**src/rtl/asip_pkg.sv**
```systemverilog
// Shared definitions for the ASIP front end: fetch FSM states and the
// instruction type field used to recognise HALT-type instructions.
package asip_pkg;

  typedef enum logic [1:0] {
    S_START = 2'd0,
    S_RUN   = 2'd1,
    S_HALT  = 2'd2
  } fetch_state_t;

  // Instruction type field occupies [TYPE_MSB:TYPE_MSB-1]
  localparam int unsigned TYPE_MSB  = 16;
  localparam logic [1:0]  TYPE_HALT = 2'b11;

endpackage : asip_pkg

```
**src/rtl/pc_reg.sv**
```systemverilog
// Program counter register: sequential increment with modulo-2^PC_W wrap,
// or a redirect load, both only on enabled cycles.
// Ports:
//   clk, reset  - clock, synchronous active-high reset (pc <= RESET_PC)
//   en          - advance/load this cycle, otherwise hold
//   load        - take target instead of pc+1
//   target      - redirect address
//   pc          - current program counter
module pc_reg #(
  parameter int unsigned     PC_W     = 16,
  parameter logic [PC_W-1:0] RESET_PC = '0
) (
  input  logic            clk,
  input  logic            reset,
  input  logic            en,
  input  logic            load,
  input  logic [PC_W-1:0] target,
  output logic [PC_W-1:0] pc
);

  always_ff @(posedge clk) begin
    if (reset) begin
      pc <= RESET_PC;
    end else if (en) begin
      pc <= load ? target : pc + PC_W'(1);
    end
  end

endmodule : pc_reg

```
**src/rtl/fetch_unit.sv**
```systemverilog
// Instruction fetch unit: drives a one-cycle-latency instruction memory,
// tracks the address of the returned word, squashes the wrong-path word
// after a taken branch and stops fetching on a HALT-type instruction.
// Ports:
//   clk, reset                   - clock, synchronous active-high reset
//   stall                        - downstream not accepting; freeze all state
//   branch_taken, branch_target  - redirect request and word address
//   imem_addr, imem_en           - memory read address / enable
//   imem_rdata                   - memory read data (one cycle after addr/en)
//   instr, instr_valid, instr_pc - instruction to the core, valid flag, address
//   halted                       - fetch stopped by a HALT-type instruction
module fetch_unit
  import asip_pkg::*;
#(
  parameter int unsigned     PC_W     = 16,
  parameter int unsigned     INSTR_W  = 24,
  parameter logic [PC_W-1:0] RESET_PC = '0
) (
  input  logic               clk,
  input  logic               reset,
  input  logic               stall,
  input  logic               branch_taken,
  input  logic [PC_W-1:0]    branch_target,
  output logic [PC_W-1:0]    imem_addr,
  output logic               imem_en,
  input  logic [INSTR_W-1:0] imem_rdata,
  output logic [INSTR_W-1:0] instr,
  output logic               instr_valid,
  output logic [PC_W-1:0]    instr_pc,
  output logic               halted
);

  fetch_state_t    state_q, state_d;
  logic [PC_W-1:0] pc_q;
  logic [PC_W-1:0] fpc_q;
  logic            pending_q;
  logic            squash_q;
  logic            fetch_en;
  logic            branch_acc;
  logic            halt_hit;

  assign fetch_en    = !stall && (state_q != S_HALT);
  assign instr_valid = pending_q && !squash_q && (state_q == S_RUN);
  // A branch only counts when it comes from a real, accepted instruction
  assign branch_acc  = branch_taken && !stall && instr_valid;
  // Branch beats halt when both are present on the same instruction
  assign halt_hit    = instr_valid && !stall && !branch_taken &&
                       (imem_rdata[TYPE_MSB -: 2] == TYPE_HALT);

  assign imem_addr = pc_q;
  assign imem_en   = fetch_en;
  assign instr     = imem_rdata;
  assign instr_pc  = fpc_q;
  assign halted    = (state_q == S_HALT);

  pc_reg #(
    .PC_W    (PC_W),
    .RESET_PC(RESET_PC)
  ) u_pc_reg (
    .clk   (clk),
    .reset (reset),
    .en    (fetch_en),
    .load  (branch_acc),
    .target(branch_target),
    .pc    (pc_q)
  );

  // Fetch-side tracking of the in-flight word: its address, presence, and
  // whether it is the wrong-path word following a redirect
  always_ff @(posedge clk) begin
    if (reset) begin
      fpc_q     <= '0;
      pending_q <= 1'b0;
      squash_q  <= 1'b0;
    end else if (fetch_en) begin
      fpc_q     <= pc_q;
      pending_q <= 1'b1;
      squash_q  <= branch_acc;
    end
  end

  // FSM state register
  always_ff @(posedge clk) begin
    if (reset) begin
      state_q <= S_START;
    end else begin
      state_q <= state_d;
    end
  end

  // FSM next state
  always_comb begin
    state_d = state_q;
    case (state_q)
      S_START: if (!stall) state_d = S_RUN;
      S_RUN:   if (halt_hit) state_d = S_HALT;
      S_HALT:  state_d = S_HALT;
      default: state_d = S_START;
    endcase
  end

endmodule : fetch_unit

```
**config.mk**
```make
export PLATFORM = sky130hd
export DESIGN_NAME = fetch_unit
export DESIGN_NICKNAME = d
export VERILOG_FILES = /design/src/rtl/asip_pkg.sv /design/src/rtl/pc_reg.sv /design/src/rtl/fetch_unit.sv
export SDC_FILE = /design/constraint.sdc
export NUM_CORES = 1
export LEC_CHECK = 0
export CORE_UTILIZATION = 40
export CTS_CLUSTER_SIZE = 28
export DETAILED_ROUTE_END_ITERATION = 10
export HOLD_SLACK_MARGIN = 0.02
export PLACE_DENSITY = 0.8
export SLEW_MARGIN = 30
export SYNTH_ARGS = -nofsm -noshare
export SYNTH_HDL_FRONTEND = slang
export SYNTH_SLANG_ARGS = --single-unit
```
**constraint.sdc**
```tcl
create_clock -name clk -period 2.2 [get_ports clk]
set_input_delay 0.22 -clock clk [delete_from_list [all_inputs] [get_ports clk]]
set_output_delay 0.22 -clock clk [all_outputs]
set_load 0.02 [all_outputs]
```
==> out/results.tsv, run 1 <==
metric	value	unit
io pins	103	
Die Y-Extent	73.08	µm
Root Driver	clkbuf_8	
area of the multi-input gates	1018	µm²
Post-Syn Nets	313	
HP Class	input pin to output pin	
Via density	5.418	
port buffer count	58	
pwr dens	671.5	nW/µm²
Reg-to-Reg End	u_pc_reg.pc[9]$_SDFFE_PP0P_	
Die ar.	5340	µm²
CTS H-Tree Depth	2	
Crit Path Class	flip-flop to flip-flop	
Util after Layout	0.5545	
count of final max-slew check failures	0	
Final period util	0.8954	
Worst Hold Launch	imem_rdata[10]	
sw frac	0.3323	
Fillers	456	
DP HPWL	3717	µm
reg-to-reg critical path startpoint	state_q[1]$_SDFFE_PP0P_	
register cell area after layout	720.7	µm²
setup_tns	0	ns
Clock Skew	0.001420	ns
DP Worst Slack	0.1498	ns
post-route minimum period	1.970	ns
combinational share of power	0.308	
Hold Fails Final Rpt	0	
CORE AREA	4786	µm²
# DRC	0	
Post-synth top cells	nand2_1, dfxtp_1, a21oi_1, buf_4, clkbuf_1	
Lkg Pwr	0.9169	nW
Worst EP required	2.38	ns
post-route setup slack	0.2300	ns
layout net count	352	
crit path from	state_q[1]$_SDFFE_PP0P_	
total global routing overflow	0	
Layout area overhead	31.33	%
CTS tree	built	
critical path capture point type	flip-flop	
diode count	0	
run status	complete, no violations	
initial antenna violation count	0	
Reg clk slew, reported paths	0.07	ns
crit path to	u_pc_reg.pc[9]$_SDFFE_PP0P_	
number of core rows	25	
area leader, netlist	dfxtp_1	
largest net degree at the start of global routing	37	
Placed Area	2561	µm²
dominant cells by area after synthesis	dfxtp_1, nand2_1, buf_4, a21oi_1, ha_1	
most used flip-flop cell after synthesis	dfxtp_1	
GP Congestion	0.8657	
Hold Buf Count CTS	0	
worst slew pin tran	0.6169	ns
Syn Inst Count	264	
worst skew pair latency	0.29	ns
startpoint types	flip-flop	
vias in the first global route	1779	
final wirelength	5204	µm
Mapped Area	2021	µm²
WP data arrival	2.15	ns
VDD IR max	0.4610	mV
# Max-Cap Violations	0	
Total Routing Usage GR	0.2045	
RSZ-0062 raised after global routing	no	
Clock Power Share	0.276	
Distinct cells, synth	43	
TritonCTS Buffers	5	
ys async rst share	0	
most common cell in the synthesized netlist	nand2_1	
DRT Pass-1 Iters	4	
share of layout cells above drive strength 1	0.08882	
Vias	2010	
synth warn	0	
Mapped Avg Cell Area	7.654	µm²
worst r2r path cells	7	
Worst Path Max Fanout	12	
Final ANT Viol Nets	0	
CTS Buffer Depth	2	
slew margin rel.	0.5875	
WL/cell	14.03	µm
global-route wire length before repair	8411	µm
R2R Setup Slk	0.23	ns
register area share after synthesis	0.3567	
Pint	1.190	mW
Initial Util	0.4222	
switching pwr	0.5921	mW
post-synth top area share	0.3567	
Final setup viols	0	
Post-synth EDFFs	0	
sequential share of power	0.416	
# clock sinks	36	
drt initial violations	132	
Horiz. Die Dim	73.08	µm
#FFs+latches synth	36	
FMAX	0.5076	GHz
fin area	2654	µm²
worst min path at each step:
stage          depth (start not counted)  slack [ns]                          end
2_1_floorplan                          2        0.38  u_pc_reg.pc[1]$_SDFFE_PP0P_
3_3_place_gp                           0        0.44                    instr[13]
3_5_place_dp                           0        0.44                    instr[13]
4_1_cts                                0        0.44                    instr[13]
5_1_grt                                0        0.44                    instr[22]
6_report                               0        0.44                    instr[10]
logic make-up (layout without fill, tap and decap cells):
kind of cell | after synthesis | count (layout) | synth area share
AO/OA/AOI/OAI | 68 | 68 | 0.2099
adder cells (fa/ha/maj) | 5 | 5 | 0.03096
buffers and inverters | 52 | 92 | 0.1424
flip-flops | 36 | 36 | 0.3567
multiplexers | 3 | 3 | 0.01486
AND/OR/NAND/NOR | 100 | 100 | 0.2452
worst max-delay path: stages (launching register included):
cell	delay, ns
dfxtp_1	0.33
inv_1	0.10
ha_1	0.19
nor4bb_2	0.36
and2_1	0.44
buf_4	0.23
o31a_1	0.14
o32ai_1	0.07
power groups by stage:
stage	registers, mW	clock network (mW)	logic (mW)
after detailed placement	0.756	0	0.550
after global placement	0.754	0	0.540
after global routing	0.748	0.527	0.605
final	0.742	0.491	0.549
after CTS	0.741	0.503	0.554
after floorplan	0.778	0	0.370
what timing repair did:
action / in CTS / in global routing
setup endpoints to repair: 0 / 1
gates resized for setup: 0 / 1
endpoints found under the hold margin: 0 / 0
buffers inserted: 0 / 0
layout by cell type, fill, tap and decap left out, types with 2 or more instances in the layout:
cell type	synthesis	routed
a31oi_1	4	4
nor3_1	2	2
o21ai_0	7	7
o21ai_1	3	3
clkbuf_1	15	2
nand3_1	8	8
ha_1	5	5
buf_4	24	16
clkbuf_8	0	6
a211oi_1	5	5
a21oi_1	31	31
a2bb2oi_1	2	2
nand4_1	5	5
inv_1	9	9
nor2b_1	2	2
or4_1	3	3
o32ai_1	2	2
mux2i_1	3	3
a2111oi_0	3	3
and2_1	2	2
o2bb2ai_1	2	2
dfxtp_1	36	36
and3_1	5	5
nor2_1	8	8
clkdlybuf4s50_1	0	57
nor4_1	5	5
o31a_1	3	3
nand2_1	51	51
or3_1	2	2
layout make-up:
class,instances,area share
multi-input combinational,176,0.3838
timing repair buffer,74,0.2650
tap,67,0.03159
inverter,10,0.01414
clock buffer,8,0.03395
sequential,36,0.2716
per-layer routing:
layer | vias up | global-route usage | share of wire
met1 | 929 | 0.2750 | 0.45
met3 | 8 | 0.05801 | 0.089
met5 | - | 0 | 0
met2 | 91 | 0.3169 | 0.45
met4 | 0 | 0.06100 | 0.012
li1 | 982 | - | -
per-stage QoR:
step	hold slack, ns	std cells	total power [mW]
3_3_place_gp	0.4401	363	1.294
5_1_grt	0.4400	371	1.880
6_report	0.4400	371	1.782
4_1_cts	0.4401	371	1.798
3_5_place_dp	0.4401	363	1.307
2_1_floorplan	0.3796	264	1.148
(Power assumes the default switching activity.)
==> inputs of run 2 (changes only) <==
CAP_MARGIN = 20   (was not set)
==> results of run 2 <==
The final DEF is identical to that of run 1; final timing and power are the same.
